<file path="src/rtl/vip_win_pkg.sv">
// vip_win_pkg: shared FSM encoding, counter width and window flag bit positions
package vip_win_pkg;
    localparam int CNT_W = 11;
    localparam int FLAG_W = 4;
    localparam int FLAG_TOP = 0;
    localparam int FLAG_BOT = 1;
    localparam int FLAG_LEFT = 2;
    localparam int FLAG_RIGHT = 3;
    typedef enum logic [2:0] {IDLE, ACTIVE, FLUSH_WAIT, FLUSH, DONE} state_t;
endpackage

</file>
<file path="src/rtl/vip_window_ctrl_if.sv">
// vip_window_ctrl_if: video timing inputs plus window position and frame status outputs
interface vip_window_ctrl_if;
    logic in_vsync, in_href, in_clken;
    logic shift_en, buf_clr, win_valid;
    logic [vip_win_pkg::CNT_W-1:0] win_col, win_row;
    logic edge_top, edge_bot, edge_left, edge_right;
    logic flush_active, frame_done, frame_abort, seq_err;
    modport master (
        output in_vsync, in_href, in_clken,
        input shift_en, buf_clr, win_valid, win_col, win_row,
        input edge_top, edge_bot, edge_left, edge_right,
        input flush_active, frame_done, frame_abort, seq_err
    );
    modport slave (
        input in_vsync, in_href, in_clken,
        output shift_en, buf_clr, win_valid, win_col, win_row,
        output edge_top, edge_bot, edge_left, edge_right,
        output flush_active, frame_done, frame_abort, seq_err
    );
endinterface

</file>
<file path="src/rtl/vip_edge_detect.sv">
// vip_edge_detect: rise/fall pulses against a registered copy; a level already high at reset release is not a rise
module vip_edge_detect (
    input  logic clk,
    input  logic rst_n,
    input  logic d,
    output logic rise,
    output logic fall
);
    logic q;
    always_ff @(posedge clk or negedge rst_n) begin
        if (!rst_n) q <= 1'b1;
        else q <= d;
    end
    assign rise = d & ~q;
    assign fall = ~d & q;
endmodule

</file>
<file path="src/rtl/vip_window_ctrl.sv">
// vip_window_ctrl: 3x3 window sequencer that appends a synthetic flush line after each complete frame
module vip_window_ctrl
    import vip_win_pkg::*;
#(
    parameter int IMG_HDISP = 640,
    parameter int IMG_VDISP = 480,
    parameter int FLUSH_GAP = 16
) (
    input logic clk,
    input logic rst_n,
    vip_window_ctrl_if.slave bus
);
    localparam logic [CNT_W-1:0] H = CNT_W'(IMG_HDISP);
    localparam logic [CNT_W-1:0] V = CNT_W'(IMG_VDISP);
    localparam logic [15:0] GAP_LAST = 16'(FLUSH_GAP - 1);
    state_t state, state_nx;
    logic [CNT_W-1:0] px, px_nx, ln, ln_nx, col, row;
    logic [15:0] gap, gap_nx;
    logic [FLAG_W-1:0] flags, flags_nx;
    logic err_nx, acc, wv, vs_rise, vs_fall, hr_rise, hr_fall;
    vip_edge_detect u_vs (.clk(clk), .rst_n(rst_n), .d(bus.in_vsync), .rise(vs_rise), .fall(vs_fall));
    vip_edge_detect u_hr (.clk(clk), .rst_n(rst_n), .d(bus.in_href), .rise(hr_rise), .fall(hr_fall));
    assign acc = bus.in_href & bus.in_clken;
    always_comb begin
        state_nx = state;
        px_nx = px;
        ln_nx = ln;
        gap_nx = gap;
        err_nx = bus.seq_err;
        col = px;
        bus.shift_en = 1'b0;
        bus.buf_clr = 1'b0;
        bus.frame_done = 1'b0;
        bus.frame_abort = 1'b0;
        case (state)
            IDLE: begin
                px_nx = '0;
                ln_nx = '0;
                gap_nx = '0;
                if (vs_rise) begin
                    state_nx = ACTIVE;
                    bus.buf_clr = 1'b1;
                end
            end
            ACTIVE: begin
                if (vs_fall) begin
                    state_nx = IDLE;
                    bus.frame_abort = 1'b1;
                end else if (hr_fall) begin
                    px_nx = '0;
                    if (px == H) begin
                        ln_nx = ln + 1'b1;
                        if (ln_nx == V) state_nx = FLUSH_WAIT;
                    end else err_nx = 1'b1;
                end else if (acc) begin
                    col = hr_rise ? '0 : px;
                    // pixels beyond the line width saturate the column and flag an error
                    if (col == H) err_nx = 1'b1;
                    else begin
                        bus.shift_en = 1'b1;
                        px_nx = col + 1'b1;
                    end
                end
            end
            FLUSH_WAIT: begin
                if (vs_fall) begin
                    state_nx = IDLE;
                    bus.frame_abort = 1'b1;
                end else begin
                    err_nx = bus.seq_err | acc;
                    gap_nx = gap + 1'b1;
                    if (gap == GAP_LAST) begin
                        gap_nx = '0;
                        px_nx = '0;
                        state_nx = FLUSH;
                    end
                end
            end
            FLUSH: begin
                if (vs_fall) begin
                    state_nx = IDLE;
                    bus.frame_abort = 1'b1;
                end else begin
                    err_nx = bus.seq_err | acc;
                    bus.shift_en = 1'b1;
                    px_nx = px + 1'b1;
                    if (px == H - 1'b1) begin
                        px_nx = '0;
                        state_nx = DONE;
                    end
                end
            end
            DONE: begin
                bus.frame_done = 1'b1;
                err_nx = bus.seq_err | acc;
                state_nx = IDLE;
            end
            default: state_nx = IDLE;
        endcase
    end
    // the flush line replicates the bottom row, so its centre sits on the last real line
    assign row = (state == FLUSH) ? V - 1'b1 : ln - 1'b1;
    assign wv = bus.shift_en & ((state == FLUSH) | (ln != '0));
    always_comb begin
        flags_nx = '0;
        flags_nx[FLAG_TOP] = wv & (row == '0);
        flags_nx[FLAG_BOT] = wv & (row == V - 1'b1);
        flags_nx[FLAG_LEFT] = wv & (col == '0);
        flags_nx[FLAG_RIGHT] = wv & (col == H - 1'b1);
    end
    always_ff @(posedge clk or negedge rst_n) begin
        if (!rst_n) begin
            state <= IDLE;
            px <= '0;
            ln <= '0;
            gap <= '0;
            flags <= '0;
            bus.seq_err <= 1'b0;
            bus.win_valid <= 1'b0;
            bus.win_col <= '0;
            bus.win_row <= '0;
        end else begin
            state <= state_nx;
            px <= px_nx;
            ln <= ln_nx;
            gap <= gap_nx;
            flags <= flags_nx;
            bus.seq_err <= err_nx;
            bus.win_valid <= wv;
            bus.win_col <= wv ? col : '0;
            bus.win_row <= wv ? row : '0;
        end
    end
    assign bus.edge_top = flags[FLAG_TOP];
    assign bus.edge_bot = flags[FLAG_BOT];
    assign bus.edge_left = flags[FLAG_LEFT];
    assign bus.edge_right = flags[FLAG_RIGHT];
    assign bus.flush_active = (state == FLUSH);
endmodule

</file>
<file path="src/flat_wrapper.sv">
// flat-port wrapper written by rule: the top's interface ports become plain ports
module vip_window_ctrl_flat import vip_win_pkg::*;
#(
    parameter int IMG_HDISP = 640,
    parameter int IMG_VDISP = 480,
    parameter int FLUSH_GAP = 16
)
  (clk, rst_n, bus_in_vsync, bus_in_href, bus_in_clken, bus_shift_en, bus_buf_clr, bus_win_valid, bus_win_col, bus_win_row, bus_edge_top, bus_edge_bot, bus_edge_left, bus_edge_right, bus_flush_active, bus_frame_done, bus_frame_abort, bus_seq_err);
  vip_window_ctrl_if bus_i ();
  input logic clk;
  input logic rst_n;
  input wire logic [$bits(bus_i.in_vsync)-1:0] bus_in_vsync;
  input wire logic [$bits(bus_i.in_href)-1:0] bus_in_href;
  input wire logic [$bits(bus_i.in_clken)-1:0] bus_in_clken;
  output wire logic [$bits(bus_i.shift_en)-1:0] bus_shift_en;
  output wire logic [$bits(bus_i.buf_clr)-1:0] bus_buf_clr;
  output wire logic [$bits(bus_i.win_valid)-1:0] bus_win_valid;
  output wire logic [$bits(bus_i.win_col)-1:0] bus_win_col;
  output wire logic [$bits(bus_i.win_row)-1:0] bus_win_row;
  output wire logic [$bits(bus_i.edge_top)-1:0] bus_edge_top;
  output wire logic [$bits(bus_i.edge_bot)-1:0] bus_edge_bot;
  output wire logic [$bits(bus_i.edge_left)-1:0] bus_edge_left;
  output wire logic [$bits(bus_i.edge_right)-1:0] bus_edge_right;
  output wire logic [$bits(bus_i.flush_active)-1:0] bus_flush_active;
  output wire logic [$bits(bus_i.frame_done)-1:0] bus_frame_done;
  output wire logic [$bits(bus_i.frame_abort)-1:0] bus_frame_abort;
  output wire logic [$bits(bus_i.seq_err)-1:0] bus_seq_err;
  assign bus_i.in_vsync = bus_in_vsync;
  assign bus_i.in_href = bus_in_href;
  assign bus_i.in_clken = bus_in_clken;
  assign bus_shift_en = bus_i.shift_en;
  assign bus_buf_clr = bus_i.buf_clr;
  assign bus_win_valid = bus_i.win_valid;
  assign bus_win_col = bus_i.win_col;
  assign bus_win_row = bus_i.win_row;
  assign bus_edge_top = bus_i.edge_top;
  assign bus_edge_bot = bus_i.edge_bot;
  assign bus_edge_left = bus_i.edge_left;
  assign bus_edge_right = bus_i.edge_right;
  assign bus_flush_active = bus_i.flush_active;
  assign bus_frame_done = bus_i.frame_done;
  assign bus_frame_abort = bus_i.frame_abort;
  assign bus_seq_err = bus_i.seq_err;
  vip_window_ctrl #(.IMG_HDISP(IMG_HDISP), .IMG_VDISP(IMG_VDISP), .FLUSH_GAP(FLUSH_GAP)) u_core (.clk(clk), .rst_n(rst_n), .bus(bus_i));
endmodule
</file>
<file path="config.mk">
export PLATFORM = sky130hd
export DESIGN_NAME = vip_window_ctrl_flat
export DESIGN_NICKNAME = d
export VERILOG_FILES = /design/src/rtl/vip_win_pkg.sv /design/src/rtl/vip_window_ctrl_if.sv /design/src/rtl/vip_edge_detect.sv /design/src/rtl/vip_window_ctrl.sv /design/src/flat_wrapper.sv
export SDC_FILE = /design/constraint.sdc
export NUM_CORES = 1
export LEC_CHECK = 0
export BUFFER_PORTS_ARGS = -buffer_cell sky130_fd_sc_hd__buf_2
export CAP_MARGIN = 20
export CORE_MARGIN = 3
export CORE_UTILIZATION = 50
export CTS_CLUSTER_SIZE = 12
export DETAILED_ROUTE_END_ITERATION = 10
export PLACE_DENSITY = 0.69
export SLEW_MARGIN = 20
export SYNTH_ARGS = -nofsm -noshare
export SYNTH_HDL_FRONTEND = slang
export SYNTH_SLANG_ARGS = --single-unit
</file>
<file path="constraint.sdc">
create_clock -name clk -period 6.6 [get_ports clk]
set_input_delay 0 -clock clk [delete_from_list [all_inputs] [get_ports clk]]
set_output_delay 0 -clock clk [all_outputs]
set_load 0.02 [all_outputs]
</file>
==> results.sh, run 1 <==
export IMPL_status="complete, no violations"
export IMPL_grt_pass1_vias=3370
export IMPL_rsz0062_at_grt="no"
export IMPL_synth_top_area_share_pct=41.58
export IMPL_yosys_area_share_simple_pct=28.86
export IMPL_hold_class="input port to register"
export IMPL_track_usage_pct=22.23
export IMPL_synth_xor_area_share_pct=3.164
export IMPL_ant_nets=0
export IMPL_vdd_drop_max_uv=154.3
export IMPL_synth_top_family_by_area="simple AND/OR/NAND/NOR gates"
export IMPL_drt_pass1_iterations=5
export IMPL_r2r_start="u_core.state[0]"
export IMPL_grtUsageMet1_pct=32.76
export IMPL_period_needed_ns=2.860
export IMPL_setup_violations=0
export IMPL_drt_total_wl_mm=10.12
export IMPL_dp_slack_ns=3.726
export IMPL_grt_use_met3_pct=4.953
export IMPL_initial_utilization_pct=52.65
export IMPL_whs_ns=0.1118
export IMPL_endpoint_kind="register"
export IMPL_path_max_fanout=13
export IMPL_hold_start="bus_in_clken"
export IMPL_io_pins=38
export IMPL_insertion_delay_ns=0.36
export IMPL_post_cts_buffers=0
export IMPL_root_buffer="clkbuf_8"
export IMPL_worst_slew_pin_slew_ns=0.9104
export IMPL_diodes=0
export IMPL_crit_required_ns=6.85
export IMPL_grt_max_degree=72
export IMPL_grt_overflow=0
export IMPL_grt_pass1_wl_mm=17.26
export IMPL_antenna_found_initial=0
export IMPL_cts_sinks=71
export IMPL_synth_ff_type="dfrtp_1"
export IMPL_hpwl_mm=7.065
export IMPL_drive_gt1_share_pct=15.32
export IMPL_dr_first_iter_drc_count=278
export IMPL_yosysTopAreaCell="dfrtp_1"
export IMPL_clk_pin_slew_worst_paths_ns=0.08
export IMPL_routedWlPerCell_um=17.30
export IMPL_die_y_um=97.14
export IMPL_final_hold_violation_count=0
export IMPL_arrival_ns=3.11
export IMPL_synth_edf_count=0
export IMPL_drc=0
export IMPL_fin_skew_ns=0.01227
export IMPL_relSlewSlack_pct=39.31
export IMPL_worstHoldEndpoint="u_core.bus.seq_err"
export IMPL_ys_seq_area_share_pct=42.84
export IMPL_die_width_um=97.14
export IMPL_muxShareOfSynthArea_pct=0.7231
export IMPL_r2r_slack_ns=3.74
export IMPL_rows=32
export IMPL_whs_path_depth=5
export IMPL_finalSetupTns_ns=0
export IMPL_synth_fa_ha_area_share_pct=2.410
export IMPL_cts_tree="done"
export IMPL_p_per_area_nw_per_um2=261.1
export IMPL_avgViaCountPerCell=6.284
export IMPL_synthCells=460
export IMPL_synth_cell_type_count=73
export IMPL_final_nets=491
export IMPL_gr_usage_met2_pct=32.91
export IMPL_yosys_warnings=0
export IMPL_vias=3676
export IMPL_fp_coreArea_um2=7888
export IMPL_area_growth_syn_to_layout_pct=8.979
export IMPL_synth_area_leaders="dfrtp_1 42%, nor2_1 4.2%, nand3_1 3.4%"
export IMPL_startpoint_type="register"
export IMPL_cts_buffers=9
export IMPL_synthTopCellsByCount="69 x dfrtp_1, 47 x nor2_1, 28 x nand3_1"
export IMPL_r2r_cells=5
export IMPL_synth_area_um2=4153
export IMPL_timing_fmax_ghz=0.3496
export IMPL_clock_path_buffers=2
export IMPL_fin_ws_ns=3.740
export IMPL_p_leak_uw=0.002016
export IMPL_crit_type="register to register"
export IMPL_gp_congestion=0.9975
export IMPL_synth_seq_cells=71
export IMPL_synth_compound_area_share_pct=16.33
export IMPL_r2r_end="u_core.px[4]"
export IMPL_synth_avg_cell_area_um2=9.028
export IMPL_htreeDepth=3
export IMPL_top_usage_layer="met2"
export IMPL_async_reset_ff_share_pct=100.0
export IMPL_die_area_um2=9435
export IMPL_slew_violations=0
export IMPL_finalCritPeriodShare_pct=43.34
export IMPL_synth_fp_nets=473
export IMPL_cts_resized=0
export IMPL_yosysMostFrequentCell="dfrtp_1"
export IMPL_io_buffer_count=37
export IMPL_cap_violations=0
==> flip-flops by register name, indices dropped and copies added, names as in the netlist, 3 cells and up <==
| name | flops |
|---|---|
| u_core.bus.win_row | 11 |
| u_core.px | 11 |
| u_core.flags | 4 |
| u_core.gap | 16 |
| u_core.state | 3 |
| u_core.bus.win_col | 11 |
| u_core.ln | 11 |
==> routing by layer <==
metal  routed length, um  vias up  share of wire [%]
li1                    -     1719                  -
met1                4556     1773                 45
met2                4593      167                 45
met3                 810       17                8.0
met4                 162        0                1.6
met5                   0        -                  0
==> metrics by stage <==
step	power (uW)	cells	util, %	area [um^2]
finish	1182	585	57.38	4526
global route	1253	585	57.38	4526
floorplan	757.4	460	-	4153
global placement	842.0	566	54.54	4302
CTS	1184	585	57.31	4521
detailed placement	843.9	566	54.55	4303
==> how the worst max path moves through the flow <==
stage                          startpoint               to  slack (ns)
after detailed placement    u_core.gap[0]     u_core.px[1]        3.73
after floorplan             u_core.u_hr.q  u_core.flags[1]        4.16
final                     u_core.state[0]     u_core.px[4]        3.74
after global placement      u_core.gap[0]     u_core.px[0]        3.90
after global routing      u_core.state[0]     u_core.px[4]        3.62
after CTS                   u_core.gap[0]     u_core.px[1]        3.72
==> critical path, stage by stage, from the launching register on <==
cell     delay (ns)
dfrtp_1        0.59
or3b_1         0.50
nor2_1         0.53
o21ai_1        0.46
and2_1         0.40
a41o_1         0.28
==> power breakdown <==
part | switching [uW] | internal, uW | total, uW
Clock | 191 | 145 | 336
Sequential | 33.5 | 453 | 487
Combinational | 252 | 108 | 359
==> placed cells by master, fill, tap and decap left out, types with 8 or more instances in the layout <==
cell,netlist,layout
inv_1,15,15
xnor2_1,9,9
a21oi_1,16,16
and2_1,13,13
nand4_1,13,13
nor4_1,13,13
nand3_1,28,28
buf_2,8,37
o21ai_0,13,13
nor3_1,27,27
clkbuf_8,0,9
dfrtp_1,69,69
o21ai_1,16,16
nor2_1,47,47
nand2_1,24,24
ha_1,8,8
==> logic make-up (layout without fill, tap and decap cells) <==
kind of cell	count (synthesis)	after routing
AO/OA/AOI/OAI	98	98
XOR/XNOR	15	15
adder cells (fa/ha/maj)	8	8
buffers and inverters	51	74
flip-flops	71	71
multiplexers	3	3
AND/OR/NAND/NOR	214	214
==> area by class of cell <==
type | count | area [um^2]
Timing Repair Buffer | 41 | 222.7
Fill cell | 709 | 3362
Multi-Input combinational cell | 338 | 2145
Clock inverter | 7 | 63.81
Sequential cell | 71 | 1779
Inverter | 17 | 63.81
Tap cell | 102 | 127.6
Clock buffer | 9 | 123.9
==> repair_timing <==
item	4_1_cts	5_1_grt
endpoints found under the setup margin	0	0
hold endpoints to repair	71	0
hold buffers	3	0
(Power assumes the default switching activity.)
==> run 2, diff against run 1 <==
--- a/config.mk
+++ b/config.mk
@@ -5,6 +5,7 @@
 export SDC_FILE = /design/constraint.sdc
 export NUM_CORES = 1
 export LEC_CHECK = 0
+export ABC_AREA = 1
 export BUFFER_PORTS_ARGS = -buffer_cell sky130_fd_sc_hd__buf_2
 export CAP_MARGIN = 20
 export CORE_MARGIN = 3
==> constraint.sdc (replaced) <==
create_clock -name clk -period 2.7 [get_ports clk]
set_input_delay 0 -clock clk [delete_from_list [all_inputs] [get_ports clk]]
set_output_delay 0 -clock clk [all_outputs]
set_load 0.02 [all_outputs]
==> results.sh, run 2 <==
export IMPL_instances_no_fill=733
export IMPL_grt_overflow=0
export IMPL_top_register="u_core.gap"
export IMPL_die_area_um2=9843
export IMPL_initial_utilization_pct=52.09
export IMPL_diodes=0
export IMPL_ant_nets=0
export IMPL_largest_reg_flops=16
export IMPL_synth_cell_type_count=38
export IMPL_cts_tree="done"
export IMPL_async_reset_ff_share_pct=100.0
export IMPL_synth_edf_count=0
export IMPL_period_needed_ns=2.193
export IMPL_drt_total_wl_mm=10.27
export IMPL_seqCellArea_um2=1779
export IMPL_p_leak_uw=0.002443
export IMPL_synthCells=586
export IMPL_final_nets=636
export IMPL_arrival_ns=2.47
export IMPL_drive_gt1_share_pct=16.40
export IMPL_rsz0062_at_grt="no"
export IMPL_setup_violations=0
export IMPL_synth_ff_type="dfrtp_1"
export IMPL_io_pins=38
export IMPL_synthTopCellsByCount="145 x nand2_1, 80 x nor2_1, 69 x dfrtp_1"
export IMPL_endpoint_kind="register"
export IMPL_r2r_cells=15
export IMPL_synth_avg_cell_area_um2=7.413
export IMPL_critPathLaunch="u_core.u_hr.q"
export IMPL_synth_fp_nets=599
export IMPL_synth_area_um2=4344
export IMPL_synth_top_area_share_pct=39.75
export IMPL_hold_class="input port to register"
export IMPL_grt_pass1_vias=3716
export IMPL_drt_pass1_iterations=5
export IMPL_rows=33
export IMPL_crit_path_top_delay_cell="dfstp_2"
export IMPL_vias=3924
export IMPL_crit_path_cell_trace="inv_1, nand2_1, inv_1, nor2_1, inv_1, ha_1, nand2_1, nor2_1, nand2_1, nand3_1, nand2_4, nand2_4, a21oi_4, nand3_1, nor2_1"
export IMPL_drc=0
export IMPL_p_per_area_nw_per_um2=655.5
export IMPL_p_sw_uw=1306
export IMPL_synth_seq_cells=71
export IMPL_htreeDepth=3
export IMPL_status="complete, no violations"
export IMPL_p_seq_share_pct=38.0
export IMPL_cts_sinks=71
export IMPL_cap_violations=0
export IMPL_path_max_fanout=25
export IMPL_finalSetupTns_ns=0
export IMPL_sw_frac_of_total_pct=41.46
export IMPL_ys_seq_area_share_pct=40.96
export IMPL_area_growth_syn_to_layout_pct=10.60
export IMPL_fin_skew_ns=0.009695
export IMPL_slew_violations=0
export IMPL_io_buffer_count=37
export IMPL_antenna_found_initial=0
export IMPL_p_int_uw=1844
export IMPL_crit_type="register to register"
export IMPL_final_common_cell="nand2_1"
export IMPL_relSlewSlack_pct=40.32
export IMPL_avgViaCountPerCell=5.353
export IMPL_final_hold_violation_count=0
export IMPL_routedWlPerCell_um=14.01
export IMPL_r2r_end="u_core.flags[1]"
export IMPL_grt_max_degree=72
export IMPL_yosysTopAreaCell="dfrtp_1"
export IMPL_hold_start="bus_in_vsync"
export IMPL_insertion_delay_ns=0.36
export IMPL_grt_pass1_wl_mm=17.52
export IMPL_track_usage_pct=22.05
export IMPL_most_common_layout_cells="145 x nand2_1, 80 x nor2_1, 69 x dfrtp_1"
export IMPL_clkPwrFrac_pct=27.9
export IMPL_timing_fmax_ghz=0.4559
export IMPL_p_comb_share_pct=34.0
export IMPL_hpwl_mm=7.632
export IMPL_multi_input_area_um2=2186
export IMPL_finalCritPeriodShare_pct=81.24
export IMPL_worst_slew_pin_slew_ns=0.8952
export IMPL_clk_pin_slew_worst_paths_ns=0.08
export IMPL_fp_coreArea_um2=8341
export IMPL_yosysMostFrequentCell="nand2_1"
export IMPL_crit_required_ns=2.98
export IMPL_die_y_um=99.21
export IMPL_place_inst=714
export IMPL_dr_first_iter_drc_count=228
export IMPL_clock_path_buffers=2
export IMPL_r2r_start="u_core.u_hr.q"
export IMPL_slowest_delay_ns=0.52
export IMPL_gp_congestion=0.9355
export IMPL_startpoint_type="register"
export IMPL_critPathCapture="u_core.flags[1]"
export IMPL_yosys_warnings=0
export IMPL_die_width_um=99.21
export IMPL_r2r_slack_ns=0.51
export IMPL_synth_area_leaders="dfrtp_1 40%, nand2_1 13%, nand3_1 7.1%"
export IMPL_cts_resized=0
export IMPL_nFillCells=797
export IMPL_vdd_drop_max_uv=338.0
export IMPL_root_buffer="clkbuf_8"
export IMPL_cts_buffers=9
[run 2: cell count changes in the layout (fill, tap and decap cells not counted), moves of 14 or more]
cell     delta
nand2_1   +121
nand3_1    +34
nor2_1     +33
o21ai_1    -14
inv_1      +51
[run 2: worst min-delay path by stage]
stage	end	slack, ns	depth (start not counted)
2_1_floorplan	u_core.bus.seq_err	-0.30	0
3_3_place_gp	u_core.u_vs.q	0.13	1
3_5_place_dp	u_core.u_vs.q	0.13	1
4_1_cts	u_core.u_vs.q	0.31	2
5_1_grt	u_core.u_vs.q	0.33	2
6_report	u_core.u_vs.q	0.31	2
[run 2: power groups by stage]
stage / registers, uW / clock network, uW / logic, uW
2_1_floorplan: 1220 / 0 / 841
3_3_place_gp: 1210 / 0 / 1060
3_5_place_dp: 1220 / 0 / 1060
4_1_cts: 1200 / 894 / 1070
5_1_grt: 1210 / 940 / 1200
6_report: 1200 / 880 / 1070
[run 2: through the flow]
stage | cell area [um^2] | utilization (%) | power [uW] | setup WS [ns] | hold WS [ns]
finish | 4805 | 57.61 | 3149 | 0.5066 | 0.3149
global route | 4805 | 57.61 | 3347 | 0.2627 | 0.3309
global placement | 4579 | 54.91 | 2270 | 0.6516 | 0.1284
CTS | 4805 | 57.61 | 3158 | 0.5170 | 0.3054
detailed placement | 4579 | 54.91 | 2276 | 0.5349 | 0.1310
floorplan | 4344 | - | 2059 | 0.5552 | -0.2956
[run 2: kinds of logic after synthesis]
kind of cell,count (synthesis),synth area share (%)
flops,71,40.96
fa+ha+maj,8,2.304
simple gates,344,36.92
compound gates,67,9.879
xor+xnor,6,1.210
buf+inv,90,8.727
[run 2: metal layers]
metal  GRT usage, %  wire [um]
met5              0          0
met4          9.244        259
met3          3.086        560
met2          34.50       4646
met1          30.76       4799
[run 2: critical path: cells and delay by family (launching register included)]
family          cells  cell delay, ns
fa+ha+maj           1            0.18
compound gates      1            0.19
flops               1            0.52
simple gates       10            1.01
buf+inv             3            0.22
[run 2: cell type report]
class | count | share of cell area (%)
inverters | 74 | 5.885
clock buffers | 10 | 2.656
flip-flops and latches | 71 | 37.03
repair buffers | 42 | 4.792
multi-input cells | 425 | 45.49
clock inverters | 6 | 1.406
well taps | 105 | 2.734
[run 2: what timing repair did]
item / 4_1_cts / 5_1_grt
buffers inserted: 0 / 0
hold endpoints to repair: 71 / 0
hold buffers: 3 / 0
